File: config.mk
export PLATFORM = sky130hd
export DESIGN_NAME = mux_n_reg
export DESIGN_NICKNAME = d
export VERILOG_FILES = /design/src/rtl/mux_pkg.sv /design/src/rtl/mux_n_comb.sv /design/src/rtl/mux_n_reg.sv
export SDC_FILE = /design/constraint.sdc
export NUM_CORES = 1
export LEC_CHECK = 0
export CORE_AREA = 4 4 129 131
export CTS_CLUSTER_DIAMETER = 120
export DETAILED_ROUTE_END_ITERATION = 8
export DIE_AREA = 0 0 133 135
export PLACE_DENSITY_LB_ADDON = 0.08
export REMOVE_ABC_BUFFERS = 1
export SETUP_SLACK_MARGIN = 0.4
export SLEW_MARGIN = 20
export SYNTH_ARGS = -nofsm -noshare
export SYNTH_HDL_FRONTEND = slang
export SYNTH_SLANG_ARGS = --single-unit
File: constraint.sdc
create_clock -name clk -period 1.5 [get_ports clk]
set_clock_uncertainty 0.05 [all_clocks]
set_input_delay 0.225 -clock clk [delete_from_list [all_inputs] [get_ports clk]]
set_output_delay 0.225 -clock clk [all_outputs]
set_load 0.03 [all_outputs]
File: src/rtl/mux_pkg.sv
`default_nettype none
// ============================================================================
// Module   : mux_pkg
// Brief    : Shared types and default sizing for the N-way operand selector.
// Revision : 1.0 - initial release
// ============================================================================
package mux_pkg;

    typedef enum logic {
        MODE_EXPLICIT = 1'b0,
        MODE_ROTATE   = 1'b1
    } mux_mode_e;

    localparam int MUX_DEFAULT_WIDTH = 64;
    localparam int MUX_DEFAULT_N     = 4;

endpackage : mux_pkg
`default_nettype wire

File: src/rtl/mux_n_comb.sv
`default_nettype none
// ============================================================================
// Module   : mux_n_comb
// Brief    : Purely combinational N:1 selector; out-of-range selects fall
//            back to channel 0 and are reported through sel_ok.
// Revision : 1.0 - initial release
// ============================================================================
module mux_n_comb
    import mux_pkg::*;
#(
    parameter int WIDTH = MUX_DEFAULT_WIDTH,
    parameter int N     = MUX_DEFAULT_N,
    parameter int SEL_W = $clog2(N)
) (
    input  logic [N*WIDTH-1:0] in_data,
    input  logic [SEL_W-1:0]   sel,
    output logic [WIDTH-1:0]   out_data,
    output logic               sel_ok
);

    localparam logic [SEL_W:0] c_N = (SEL_W + 1)'(N);

    assign sel_ok = ({1'b0, sel} < c_N);

    // Channel 0 is the default, which also covers unreachable select codes.
    always_comb begin
        out_data = in_data[WIDTH-1:0];
        for (int k = 1; k < N; k++) begin
            if (sel == SEL_W'(k)) begin
                out_data = in_data[k*WIDTH +: WIDTH];
            end
        end
    end

endmodule : mux_n_comb
`default_nettype wire

File: src/rtl/mux_n_reg.sv
`default_nettype none
// ============================================================================
// Module   : mux_n_reg
// Brief    : N-way WIDTH-bit selector with a single-entry registered output,
//            valid/ready handshake and an auto-rotating select pointer.
//            Macro MUX_SEL_CHECK_EN adds a sticky sel_err output.
// Revision : 1.0 - initial release
// ============================================================================
module mux_n_reg
    import mux_pkg::*;
#(
    parameter int WIDTH = MUX_DEFAULT_WIDTH,
    parameter int N     = MUX_DEFAULT_N,
    parameter int SEL_W = $clog2(N)
) (
    input  logic               clk,
    input  logic               rst_n,
    input  logic               mode,
    input  logic [SEL_W-1:0]   sel,
    input  logic [N*WIDTH-1:0] in_data,
    input  logic               in_valid,
    output logic               in_ready,
    output logic [WIDTH-1:0]   out_data,
    output logic [SEL_W-1:0]   out_sel,
    output logic               out_valid,
    input  logic               out_ready,
    output logic [SEL_W-1:0]   rr_ptr
`ifdef MUX_SEL_CHECK_EN
    ,
    output logic               sel_err
`endif
);

    localparam logic [SEL_W-1:0] c_LAST = SEL_W'(N - 1);

    mux_mode_e          w_mode;
    logic [SEL_W-1:0]   w_eff;
    logic [SEL_W-1:0]   w_eff_sel;
    logic [WIDTH-1:0]   w_sel_data;
    logic               w_sel_ok;
    logic               w_in_ready;
    logic               w_accept;

    logic [WIDTH-1:0]   r_out_data;
    logic [SEL_W-1:0]   r_out_sel;
    logic               r_out_valid;
    logic [SEL_W-1:0]   r_rr_ptr;

    assign w_mode     = mux_mode_e'(mode);
    assign w_eff      = (w_mode == MODE_ROTATE) ? r_rr_ptr : sel;
    assign w_eff_sel  = w_sel_ok ? w_eff : '0;
    assign w_in_ready = !r_out_valid || out_ready;
    assign w_accept   = in_valid && w_in_ready;

    mux_n_comb #(
        .WIDTH (WIDTH),
        .N     (N),
        .SEL_W (SEL_W)
    ) u_mux_n_comb (
        .in_data  (in_data),
        .sel      (w_eff),
        .out_data (w_sel_data),
        .sel_ok   (w_sel_ok)
    );

    // A fresh accept wins over delivery so back-to-back transfers keep valid high.
    always_ff @(posedge clk or negedge rst_n) begin
        if (!rst_n) begin
            r_out_data  <= '0;
            r_out_sel   <= '0;
            r_out_valid <= 1'b0;
            r_rr_ptr    <= '0;
        end else if (w_accept) begin
            r_out_data  <= w_sel_data;
            r_out_sel   <= w_eff_sel;
            r_out_valid <= 1'b1;
            if (w_mode == MODE_ROTATE) begin
                r_rr_ptr <= (r_rr_ptr == c_LAST) ? '0 : r_rr_ptr + 1'b1;
            end
        end else if (out_ready) begin
            r_out_valid <= 1'b0;
        end
    end

`ifdef MUX_SEL_CHECK_EN
    logic r_sel_err;

    always_ff @(posedge clk or negedge rst_n) begin
        if (!rst_n) begin
            r_sel_err <= 1'b0;
        end else if (w_accept && (w_mode == MODE_EXPLICIT) && !w_sel_ok) begin
            r_sel_err <= 1'b1;
        end
    end

    assign sel_err = r_sel_err;
`endif

    assign in_ready  = w_in_ready;
    assign out_data  = r_out_data;
    assign out_sel   = r_out_sel;
    assign out_valid = r_out_valid;
    assign rr_ptr    = r_rr_ptr;

endmodule : mux_n_reg
`default_nettype wire

==> metrics.cfg, run 1 <==
[status]
status=complete, but fails checks
violations=setup timing

[setup_path]
crit_family=buffers and inverters
crit_fanout=7
arrival_ns=1.85
worst-setup-path-type=flip-flop to flip-flop
max_stage_delay_ns=0.37
critPathBufInv=4
worstPathRequired_ns=1.67
cp-end-kind=flip-flop
startpoint_type=flip-flop
cp_cell_sequence=buf_4, buf_6, a32o_2, nand2_8, buf_12, clkbuf_16, o221a_2
cp_slowest_cell=dfrtp_1

[global_route]
grt_use_total_pct=22.3
grt_pass1_wl_mm=31.4
grt_pass1_vias=5747
grt_max_degree=74
gr-total-overflow=0
antenna_found_initial=0

[timing]
final-setup-viol-count=67
slew_violations=0
setup_tns_ns=-8.57
fmax_mhz=595
slew_headroom_pct=76.3
fin_ws_ns=-0.179
hold_viol_final=0
period_minus_slack_ns=1.68
post-route-period-util_pct=112
grt_setup_unrepaired=yes
worst_pin_slew_ns=0.355

[clocking]
cts_tree=done
clock_path_buffers=2
clock_sink_count=69
cts_inserted_buffers=9
cts.clk_slew.worst_paths_ns=0.06
clk_latency_ns=0.33
root_buffer=clkbuf_16
htree_levels=3

[worst_hold_path]
min_path_type=primary input to asynchronous set/reset pin

[power_and_ir_drop]
leakagePower_uw=0.00375
finalPower_uw=12500
powerDensity_nw_per_um2=1300
irDropWorstVdd_mv=0.622

[die]
die_w_um=133
coreArea_um2=15600
fp-row-count=46
ioPinCount=333
die_area_um2=18000
die_y_um=135
initial_core_util_pct=29.4

[finish]
final_nets=1105
n_fill_cell=1325
fin_area_um2=9630
drive_above_1_share_pct=33.4
n_antenna_cell=0
area_delta_synth_final_pct=110
fin_cells=1061

[detailed_routing]
routed_wl_mm=21.7
firstDrtPassIters=6
drc=0
drt-initial-drc-count=239
final_antenna_net_count=0
wl_per_cell_um=20.4
num_vias=5503
vias_per_cell=5.19

[synth]
yosysWarnings=0
synth-edff-count=0
synth.distinct_cells=30
ys_seq_elements=69
synth_area_per_cell_um2=10.4
synth-async-reset-ratio_pct=100
synth_commonest_cells=o21ai_0 (81), dfrtp_1 (69), o211ai_1 (63)
synth_most_common_cell=o21ai_0
synth_ff_type=dfrtp_1
synth-seq-area-share_pct=37.6
synthTopCellsByArea=dfrtp_1 (38%), o221a_2 (14%), mux2i_1 (13%)
yosysTopAreaCellShare_pct=37.6
synth_top_area_cell=dfrtp_1
synth_area_um2=4590
syn_inst=441

[place]
place_congestion=0.809
io_buffers=332
place.detailed.hpwl_mm=15.7
dp_cells=982
placed_cell_area_um2=8350
pre_cts_ws_ns=-0.670

[flow_run]
drv_cap=0

## through the flow
stage               util (%)  hold WS [ns]
floorplan                  -        -0.121
global placement        53.6         0.114
detailed placement      53.6         0.108
CTS                     59.2         0.301
global route            61.8         0.308
finish                  61.8         0.301
## where the power goes
part	switching (uW)	total, uW	internal (uW)
combinational	3500	7590	4090
clock	782	2060	1280
sequential	446	2900	2450
total	4720	12500	7820
## worst reg2reg max path: cells and delay by family (launching register included)
family / cells / cell delay, ns
AOI/OAI and AO/OA: 2 / 0.48
DFF: 1 / 0.37
and+or+nand+nor: 1 / 0.11
buffers and inverters: 4 / 0.55
## cell families (layout without fill, tap and decap cells)
family | count (synthesis) | after routing | share of synthesized area, %
adder cells (fa/ha/maj) | 1 | 1 | 0.273
AND/OR/NAND/NOR | 18 | 18 | 2.59
flip-flops | 69 | 69 | 37.6
AO/OA/AOI/OAI | 236 | 236 | 38.0
buffers and inverters | 55 | 459 | 7.80
multiplexers | 62 | 62 | 13.7
## worst paths after layout
| check | slack [ns] | cells past startpoint | startpoint | to |
|---|---|---|---|---|
| setup / recovery | -0.18 | 7 | rr_ptr[1] | out_data[28] |
| setup reg to reg | -0.18 | 7 | rr_ptr[1] | out_data[28] |
| min in group clk | 0.45 | 2 | in_valid | out_valid |
| hold / removal | 0.30 | 2 | rst_n | out_valid |
| max in group asynchronous | 0.60 | 3 | rst_n | out_data[22] |
| hold reg to reg | 0.49 | 1 | out_sel[0] | out_sel[0] |
## cells in the final DEF, fill, tap and decap left out, types with 10 or more instances in the layout
master,n
a21oi_1,12
buf_12,17
buf_4,69
buf_6,85
clkbuf_16,13
clkdlybuf4s50_1,258
dfrtp_1,69
mux2i_1,50
o211ai_1,63
o21ai_0,58
o21ai_1,19
o221a_2,57
o22ai_1,10
## sequential cells by signal, indices dropped and copies added, names as in the netlist
| signal | cells |
|---|---|
| out_valid | 1 |
| out_data | 64 |
| out_sel | 2 |
| rr_ptr | 2 |
## area by class of cell
cell class	count	area [um2]	area share, %
timing repair buffer	443	4680	48.6
clock inverter	2	35.0	0.364
multi-input combinational	317	2680	27.8
clock buffer	13	240	2.49
tap	216	270	2.81
sequential	69	1730	17.9
inverter	1	3.75	0.0390
## repair_timing
| item | in CTS | in global routing |
|---|---|---|
| pin swaps | 13 | 5 |
| endpoints found under the setup margin | 138 | 138 |
| resized for setup | 508 | 44 |
| setup buffers | 29 | 25 |
| cloned | 4 | 5 |
| hold endpoints to repair | 20 | 0 |
| hold buffers | 1 | 0 |
## per-layer routing
| metal | wire length [um] | GRT usage (%) | share of wire [%] |
|---|---|---|---|
| met5 | 0 | 0 | 0 |
| met4 | 601 | 9.01 | 2.8 |
| met3 | 1410 | 5.14 | 6.5 |
| met2 | 11300 | 40.3 | 52 |
| met1 | 8370 | 25.4 | 39 |
No activity file was read; power rests on OpenSTA's default activity.
==> run 2: changes to the inputs <==
==> constraint.sdc (replaced) <==
create_clock -name clk -period 1.46 [get_ports clk]
set_clock_uncertainty 0.05 [all_clocks]
set_input_delay 0.219 -clock clk [delete_from_list [all_inputs] [get_ports clk]]
set_output_delay 0.219 -clock clk [all_outputs]
set_load 0.03 [all_outputs]
==> metrics.cfg, run 2 (synthesis gave the netlist of run 1 again) <==
[clocking]
root_buffer=clkbuf_16
clk_latency_ns=0.33  ; about the same
cts_tree=done
cts_inserted_buffers=9  ; unchanged
htree_levels=3  ; unchanged
clock_path_buffers=2  ; unchanged
cts.clk_slew.worst_paths_ns=0.06  ; about the same
clock_sink_count=69  ; unchanged

[place]
place.detailed.hpwl_mm=15.6  ; -0.80%
dp_cells=983  ; +0.10%
io_buffers=332  ; unchanged
place_congestion=0.814  ; +0.61%
placed_cell_area_um2=8410  ; +0.63%

[global_route]
met2_usage_pct=40.5  ; +0.23 points
grt_pass1_vias=5767  ; +0.35%
gr-total-overflow=0  ; unchanged
met1_usage_pct=25.4  ; about the same
grt_use_total_pct=22.7  ; +0.44 points
grt-busiest-layer=met2
grt_max_degree=70  ; -5.4%
grtUsageMet3_pct=6.22  ; +1.1 points
grt_pass1_wl_mm=31.9  ; +1.6%
antenna_found_initial=0  ; unchanged

[detailed_routing]
wl_per_cell_um=20.8  ; +1.8%
drt-initial-drc-count=279  ; +17%
num_vias=5596  ; +1.7%
firstDrtPassIters=4  ; -2
routed_wl_mm=22.2  ; +2.7%
drc=0  ; unchanged
vias_per_cell=5.23  ; +0.83%
final_antenna_net_count=0  ; unchanged

[timing]
hold_viol_final=0  ; unchanged
setup_tns_ns=-14.02  ; -5.45 ns
fmax_mhz=579  ; -2.8%
worst_pin_slew_ns=0.432  ; +0.0769 ns
fin_ws_ns=-0.267  ; -0.0876 ns
slew_violations=0  ; unchanged
period_minus_slack_ns=1.73  ; +0.0476 ns
grt_setup_unrepaired=yes
slew_headroom_pct=71.1  ; -5.2 points
post-route-period-util_pct=118  ; +6.3 points
final-setup-viol-count=67  ; unchanged

[finish]
final_common_cell=clkdlybuf4s50_1
fin_area_um2=9700  ; +0.69%
largest_register_ffs=64  ; unchanged
final_nets=1113  ; +0.72%
drive_above_1_share_pct=33.0  ; -0.35 points
post-route-util_pct=62.2  ; +0.43 points
fin_cells=1070  ; +0.85%
final_cell_mix=clkdlybuf4s50_1 (258), buf_6 (83), buf_4 (75), o21ai_0 (71), dfrtp_1 (69)
n_antenna_cell=0  ; unchanged
area_delta_synth_final_pct=111

[status]
status=complete, but fails checks
violations=setup timing

[die]
ioPinCount=333  ; unchanged
coreArea_um2=15600  ; unchanged
fp-row-count=46  ; unchanged
die_w_um=133  ; unchanged
die_area_um2=18000  ; unchanged
initial_core_util_pct=29.4  ; unchanged
die_y_um=135  ; unchanged

[worst_hold_path]
min_path_type=primary input to asynchronous set/reset pin

[power_and_ir_drop]
leakagePower_uw=0.00381  ; +1.6%
finalPower_uw=13100  ; +4.3%
irDropWorstVdd_mv=0.729  ; +17%
powerDensity_nw_per_um2=1350  ; +3.6%

[setup_path]
worstPathRequired_ns=1.62  ; -0.05 ns
startpoint_type=flip-flop
worst-setup-path-type=flip-flop to flip-flop
arrival_ns=1.89  ; +0.04 ns
cp-end-kind=flip-flop
crit_fanout=12  ; +5

[flow_run]
drv_cap=0  ; unchanged

[run 2: cell types whose count changed in the layout (fill, tap and decap cells not counted), moves of 2 or more]
cell      before  now
buf_4         69   75
mux2i_2        5    3
mux2i_1       50   52
buf_12        17   20
buf_6         85   83
clkbuf_8       0    2
o21ai_1       19   10
o21ai_2        4    0
a21oi_2        4    2
a21oi_1       12   14
o21ai_0       58   71
[run 2: report_power, final]
part           switching, uW  total [uW]  internal (uW)  leakage (uW)
sequential               470        2990           2520      0.000766
clock                    836        2080           1240      0.000134
combinational           3650        8020           4370       0.00291
total                   4950       13100           8130       0.00381
[run 2: worst paths after layout]
path                         startpoint            to  slack [ns]  cells past startpoint
hold / removal                    rst_n     out_valid        0.29                      2
min in group clk           in_data[254]  out_data[62]        0.44                      3
setup reg to reg              rr_ptr[0]  out_data[32]       -0.27                      7
setup / recovery              rr_ptr[0]  out_data[32]       -0.27                      7
hold reg to reg              out_sel[0]    out_sel[0]        0.50                      1
max in group asynchronous         rst_n   out_data[4]        0.57                      3
[run 2: area by class of cell]
class	count	area, um2
clock buffer	15	268
clock inverter	1	5.00
fill	1330	5900
inverter	1	3.75
multi-input combinational	317	2640
sequential	69	1730
tap	216	270
timing repair buffer	451	4790
[run 2: worst max-delay path: stages (launching register included)]
cell and delay (ns):
dfrtp_1 0.42, buf_6 0.14, buf_6 0.10, nand3b_1 0.19, o21ai_4 0.20, clkbuf_16 0.27, o211ai_1 0.10, o221a_2 0.14
[run 2: routing by layer]
layer  vias to the layer above  wire length, um
met5                         -                0
met4                         0              763
met3                        46             1660
met2                       280            11400
met1                      2666             8430
li1                       2604                -
[run 2: repair_timing]
item,CTS,global route
cloned,3,6
hold buffers,1,0
setup endpoints to repair,138,138
hold endpoints to repair,20,0
setup buffers,33,28
pin swaps,11,20
resized for setup,488,26
[run 2: through the flow]
| stage | hold WS, ns | worst slack (ns) |
|---|---|---|
| global route | 0.300 | -0.350 |
| finish | 0.291 | -0.267 |
| global placement | 0.109 | -0.646 |
| detailed placement | 0.107 | -0.666 |
| floorplan | -0.127 | -3.73 |
| CTS | 0.295 | -0.225 |
